<file path="config.mk">
export PLATFORM = sky130hd
export DESIGN_NAME = motors_ctrl_executor
export DESIGN_NICKNAME = d
export VERILOG_FILES = /design/src/rtl/motors_ctrl_executor.sv
export SDC_FILE = /design/constraint.sdc
export NUM_CORES = 1
export LEC_CHECK = 0
export CAP_MARGIN = 15
export CORE_MARGIN = 8
export CORE_UTILIZATION = 34
export CTS_CLUSTER_DIAMETER = 30
export DETAILED_ROUTE_END_ITERATION = 16
export PLACE_DENSITY = 0.57
export SLEW_MARGIN = 20
export SYNTH_ARGS = -nofsm -noshare
export SYNTH_HDL_FRONTEND = slang
export SYNTH_SLANG_ARGS = --single-unit
</file>
<file path="constraint.sdc">
create_clock -name clk -period 2.9 [get_ports clk]
set_clock_uncertainty 0.05 [all_clocks]
set_input_delay 0.58 -clock clk [delete_from_list [all_inputs] [get_ports clk]]
set_output_delay 0.58 -clock clk [all_outputs]
set_load 0.02 [all_outputs]
</file>
<file path="src/rtl/motors_ctrl_executor.sv">
// Executes one motors command: sets the pen servo, waits for it to settle,
// then emits lockstep step/dir pulses on X and Y and signals completion.
module motors_ctrl_executor #(
    parameter int unsigned PULSE_NUM_WIDTH = 16,
    parameter int unsigned PULSE_PERIOD    = 4,
    parameter int unsigned SERVO_SETTLE    = 8
) (
    input  logic                       clk,
    input  logic                       reset,
    input  logic                       trigger,
    input  logic [PULSE_NUM_WIDTH-1:0] pulse_num_x,
    input  logic [PULSE_NUM_WIDTH-1:0] pulse_num_y,
    input  logic                       servo_pos,
    output logic                       busy,
    output logic                       done,
    output logic                       step_x,
    output logic                       step_y,
    output logic                       dir_x,
    output logic                       dir_y,
    output logic                       servo_out
);

    localparam int unsigned W    = PULSE_NUM_WIDTH;
    localparam int unsigned PC_W = (PULSE_PERIOD > 1) ? $clog2(PULSE_PERIOD) : 1;
    localparam int unsigned SC_W = $clog2(SERVO_SETTLE + 1);
    localparam logic SERVO_POS_UP = 1'b0;

    typedef enum logic [1:0] {
        ST_IDLE,
        ST_SERVO_WAIT,
        ST_STEP,
        ST_DONE
    } state_e;

    state_e          state_q;
    logic [W-1:0]    rem_x_q;
    logic [W-1:0]    rem_y_q;
    logic [PC_W-1:0] pc_q;
    logic [SC_W-1:0] settle_q;
    logic            dir_x_q;
    logic            dir_y_q;
    logic            servo_q;

    logic pc_zero;
    logic rem_any;

    // Magnitude as unsigned W bits; the most negative value maps to 2^(W-1).
    function automatic logic [W-1:0] abs_val(input logic [W-1:0] v);
        return v[W-1] ? (~v + W'(1)) : v;
    endfunction

    assign pc_zero = (pc_q == '0);
    assign rem_any = (rem_x_q != '0) || (rem_y_q != '0);

    // Outputs decoded purely from registered state.
    assign busy      = (state_q != ST_IDLE);
    assign done      = (state_q == ST_DONE);
    assign step_x    = (state_q == ST_STEP) && pc_zero && (rem_x_q != '0);
    assign step_y    = (state_q == ST_STEP) && pc_zero && (rem_y_q != '0);
    assign dir_x     = dir_x_q;
    assign dir_y     = dir_y_q;
    assign servo_out = servo_q;

    always_ff @(posedge clk or posedge reset) begin
        if (reset) begin
            state_q  <= ST_IDLE;
            rem_x_q  <= '0;
            rem_y_q  <= '0;
            pc_q     <= '0;
            settle_q <= '0;
            dir_x_q  <= 1'b1;
            dir_y_q  <= 1'b1;
            servo_q  <= SERVO_POS_UP;
        end else begin
            case (state_q)
                ST_IDLE: begin
                    if (trigger) begin
                        rem_x_q <= abs_val(pulse_num_x);
                        rem_y_q <= abs_val(pulse_num_y);
                        dir_x_q <= ~pulse_num_x[W-1];
                        dir_y_q <= ~pulse_num_y[W-1];
                        servo_q <= servo_pos;
                        pc_q    <= '0;
                        if (servo_pos != servo_q) begin
                            settle_q <= SC_W'(SERVO_SETTLE - 1);
                            state_q  <= ST_SERVO_WAIT;
                        end else begin
                            state_q  <= ST_STEP;
                        end
                    end
                end
                ST_SERVO_WAIT: begin
                    if (settle_q == '0) begin
                        pc_q    <= '0;
                        state_q <= ST_STEP;
                    end else begin
                        settle_q <= settle_q - SC_W'(1);
                    end
                end
                ST_STEP: begin
                    // Both counts exhausted at a period boundary ends the move.
                    if (pc_zero && !rem_any) begin
                        state_q <= ST_DONE;
                    end else begin
                        if (pc_zero && (rem_x_q != '0)) begin
                            rem_x_q <= rem_x_q - W'(1);
                        end
                        if (pc_zero && (rem_y_q != '0)) begin
                            rem_y_q <= rem_y_q - W'(1);
                        end
                        pc_q <= (pc_q == PC_W'(PULSE_PERIOD - 1)) ? '0 : pc_q + PC_W'(1);
                    end
                end
                ST_DONE: begin
                    state_q <= ST_IDLE;
                end
                default: begin
                    state_q <= ST_IDLE;
                end
            endcase
        end
    end

endmodule

</file>
==> impl_metrics.tcl <==
set metrics [dict create \
    outcome "finished clean" \
    io_pins 43 \
    synth_async_sr_flop_share_pct 100 \
    worstMarginPinSlew_ns 0.761 \
    synth_top_family_by_area "compound AO/OA/AOI/OAI gates" \
    power_density_mw_per_mm2 310 \
    placed_area_mm2 0.00414 \
    final_area_mm2 0.00429 \
    cp.required_ns 2.27 \
    cts_buffer_depth 2 \
    place_congestion 0.858 \
    holdPathStages 2 \
    hold_buffers 0 \
    synth_top_area_share_pct 30.1 \
    drv_cap 0 \
    syn_to_final_growth_pct 26.0 \
    worstRegToRegCells 8 \
    drt_first_pass_iters 5 \
    crit_path_start "rem_y_q[0]" \
    rows 36 \
    ys.warnings.count 0 \
    rsz0062_at_grt "false" \
    cts_max_level 2 \
    synth_top_cell_by_area "dfrtp_1" \
    synth_xor_area_share_pct 6.17 \
    end_kind "output pin" \
    crit_slowest_cell "dfrtp_1" \
    tns_ns 0 \
    fmax_mhz 394 \
    cts_sinks 43 \
    arrival_ns 1.91 \
    synthesis.area_mm2 0.00341 \
    wl_mm 9.73 \
    synth-edff-count 0 \
    grt_start_max_net_pins 57 \
    yosysMostFrequentCell "o21ai_0" \
    clk_latency_ns 0.30 \
    r2r_slack_ns 0.48 \
    path_class "register to output pin" \
    synth_simple_gate_area_share_pct 24.3 \
    nNetsFinal 517 \
    grt_pass1_wl_mm 16.2 \
    syn-num-nets 458 \
    grt_pass1_vias 3302 \
    portBuffers 42 \
    die_w_um 116 \
    root_buffer "clkbuf_8" \
    overflow 0 \
    max_stage_delay_ns 0.43 \
    final.period_utilization_pct 87.6 \
    netlist_top_cells_count "o21ai_0, dfrtp_1, nand2_1, inv_1, nor2_1" \
    peakVddDrop_mv 0.221 \
    synth.distinct_cells 62 \
    track_usage_pct 14.8 \
    diodes 0 \
    min_to "dir_y" \
    viasPerCell 5.68 \
    core_area_mm2 0.00973 \
    synth_ff_type "dfrtp_1" \
    initial_core_util_pct 35.0 \
    synthTopCellsByArea "dfrtp_1, o21ai_0, nand2_1, ha_1, xnor2_1" \
    synthAdderAreaFrac_pct 4.04 \
    finalCriticalPeriod_ns 2.54 \
    critPathMaxFanout 5 \
    ant_nets 0 \
    cp_cell_sequence "inv_1 > ha_1 > nor3b_2 > nand3_1 > nor2_1 > nor2_1 > dlymetal6s2s_1" \
    cp-start-kind "register" \
    wl_per_cell_um 16.1 \
    clk_pin_slew_ns 0.09 \
    p_leak_nw 1.74 \
    r2r-end "state_q[1]" \
    cts-buffers-inserted 5 \
    syn-mean-instance-area_um2 8.29 \
    cpMostUsedCell "nor2_1" \
    synth_cells 411 \
    drive_gt1_share_pct 11.7 \
    drt-initial-drc-count 254 \
    slew_violations 0 \
    setup-violations-final 0 \
    muxShareOfSynthArea_pct 2.50 \
    cts_tree "done" \
    antenna_found_initial 0 \
    seq_area_frac_synth_pct 31.7 \
    slew_headroom_pct 48.8 \
    die_h_um 116 \
    nFillCells 997 \
    dp_hpwl_mm 7.34 \
    hold_class "register to register" \
    hold_viol_final 0 \
    dieArea_mm2 0.0135 \
    ys_seq_elements 43 \
    synth_compound_area_share_pct 26.7 \
    min_from "dir_y" \
    vias 3433 \
    timing.rr.start "rem_x_q[0]" \
    drc_errors 0 \
    post_cts.repair.setup_buffers 0 \
]
per-layer routing:
layer  wire length [um]  up-vias  part of all wire, %  global-route usage (%)
met4                 95        0                 0.98                    3.11
met1               4520     1669                   46                    19.9
met3                499       11                  5.1                    2.61
li1                   -     1676                    -                       -
met2               4610       77                   47                    24.4
met5                  0        -                    0                       0
layout by cell type (no fill, tap or decap), types with 7 or more instances in the layout:
cell and instances:
a21oi_1 10, buf_4 25, clkdlybuf4s50_1 40, dfrtp_1 41
ha_1 10, inv_1 24, nand2_1 40, nand3_1 14
nor2_1 21, nor3_1 18, nor4_1 11, o21ai_0 44
o31ai_1 9, or4_1 7, xnor2_1 13, xor2_1 11
where the power goes:
| part | leakage, nW | internal, mW | switching, mW | total [mW] |
|---|---|---|---|---|
| Clock | 0.0654 | 0.345 | 0.224 | 0.569 |
| Sequential | 0.517 | 0.599 | 0 | 0.599 |
| Combinational | 1.15 | 0.0816 | 0.0822 | 0.164 |
final cells by class:
cell class	count	area, um2	area share (%)
clock inverter	2	60.1	1.40
clock buffer	6	72.6	1.69
multi-input combinational	326	2180	50.9
inverter	26	97.6	2.27
tap	133	166	3.88
sequential	43	1080	25.1
timing repair buffer	68	633	14.8
worst max path at each step:
stage / endpoint / slack, ns
after floorplan: step_x / 0.36
after global placement: rem_y_q[9] / 0.11
after detailed placement: rem_y_q[9] / 0.07
after CTS: step_y / 0.03
after global routing: state_q[0] / 0.24
final: step_y / 0.36
logic make-up (layout without fill, tap and decap cells):
| logic type | Yosys count | count (layout) |
|---|---|---|
| xor+xnor | 24 | 24 |
| mux | 8 | 8 |
| simple gates | 152 | 152 |
| compound gates | 131 | 131 |
| buf+inv | 42 | 102 |
| fa+ha+maj | 11 | 11 |
| flops | 43 | 43 |
critical path: cells and delay by family, from the launching register on:
kind          cells  cell delay (ns)
simple gates      4             0.66
buf+inv           2             0.30
flops             1             0.43
fa+ha+maj         1             0.22
stage by stage:
step	worst slack [ns]	total power [mW]	std cells	util, %	hold WS (ns)
floorplan	0.365	0.680	411	-	0.436
global placement	0.108	0.773	596	42.6	0.416
detailed placement	0.0731	0.775	596	42.6	0.425
CTS	0.0314	1.35	604	44.0	0.438
global route	0.244	1.39	604	44.1	0.455
finish	0.359	1.33	604	44.1	0.432
sequential cells by signal, summed over array words and instances, names as in the netlist:
name and count:
rem_x_q 16, rem_y_q 16, settle_q 4, pc_q 2, state_q 2, dir_x 1
dir_y 1, servo_out 1
what timing repair did:
item                                    in CTS  in global routing
gates cloned                                 0                  0
endpoints found under the setup margin       1                  2
pin swaps                                    0                  0
resized for setup                            1                  3
Power figures use the tool's default switching activity.
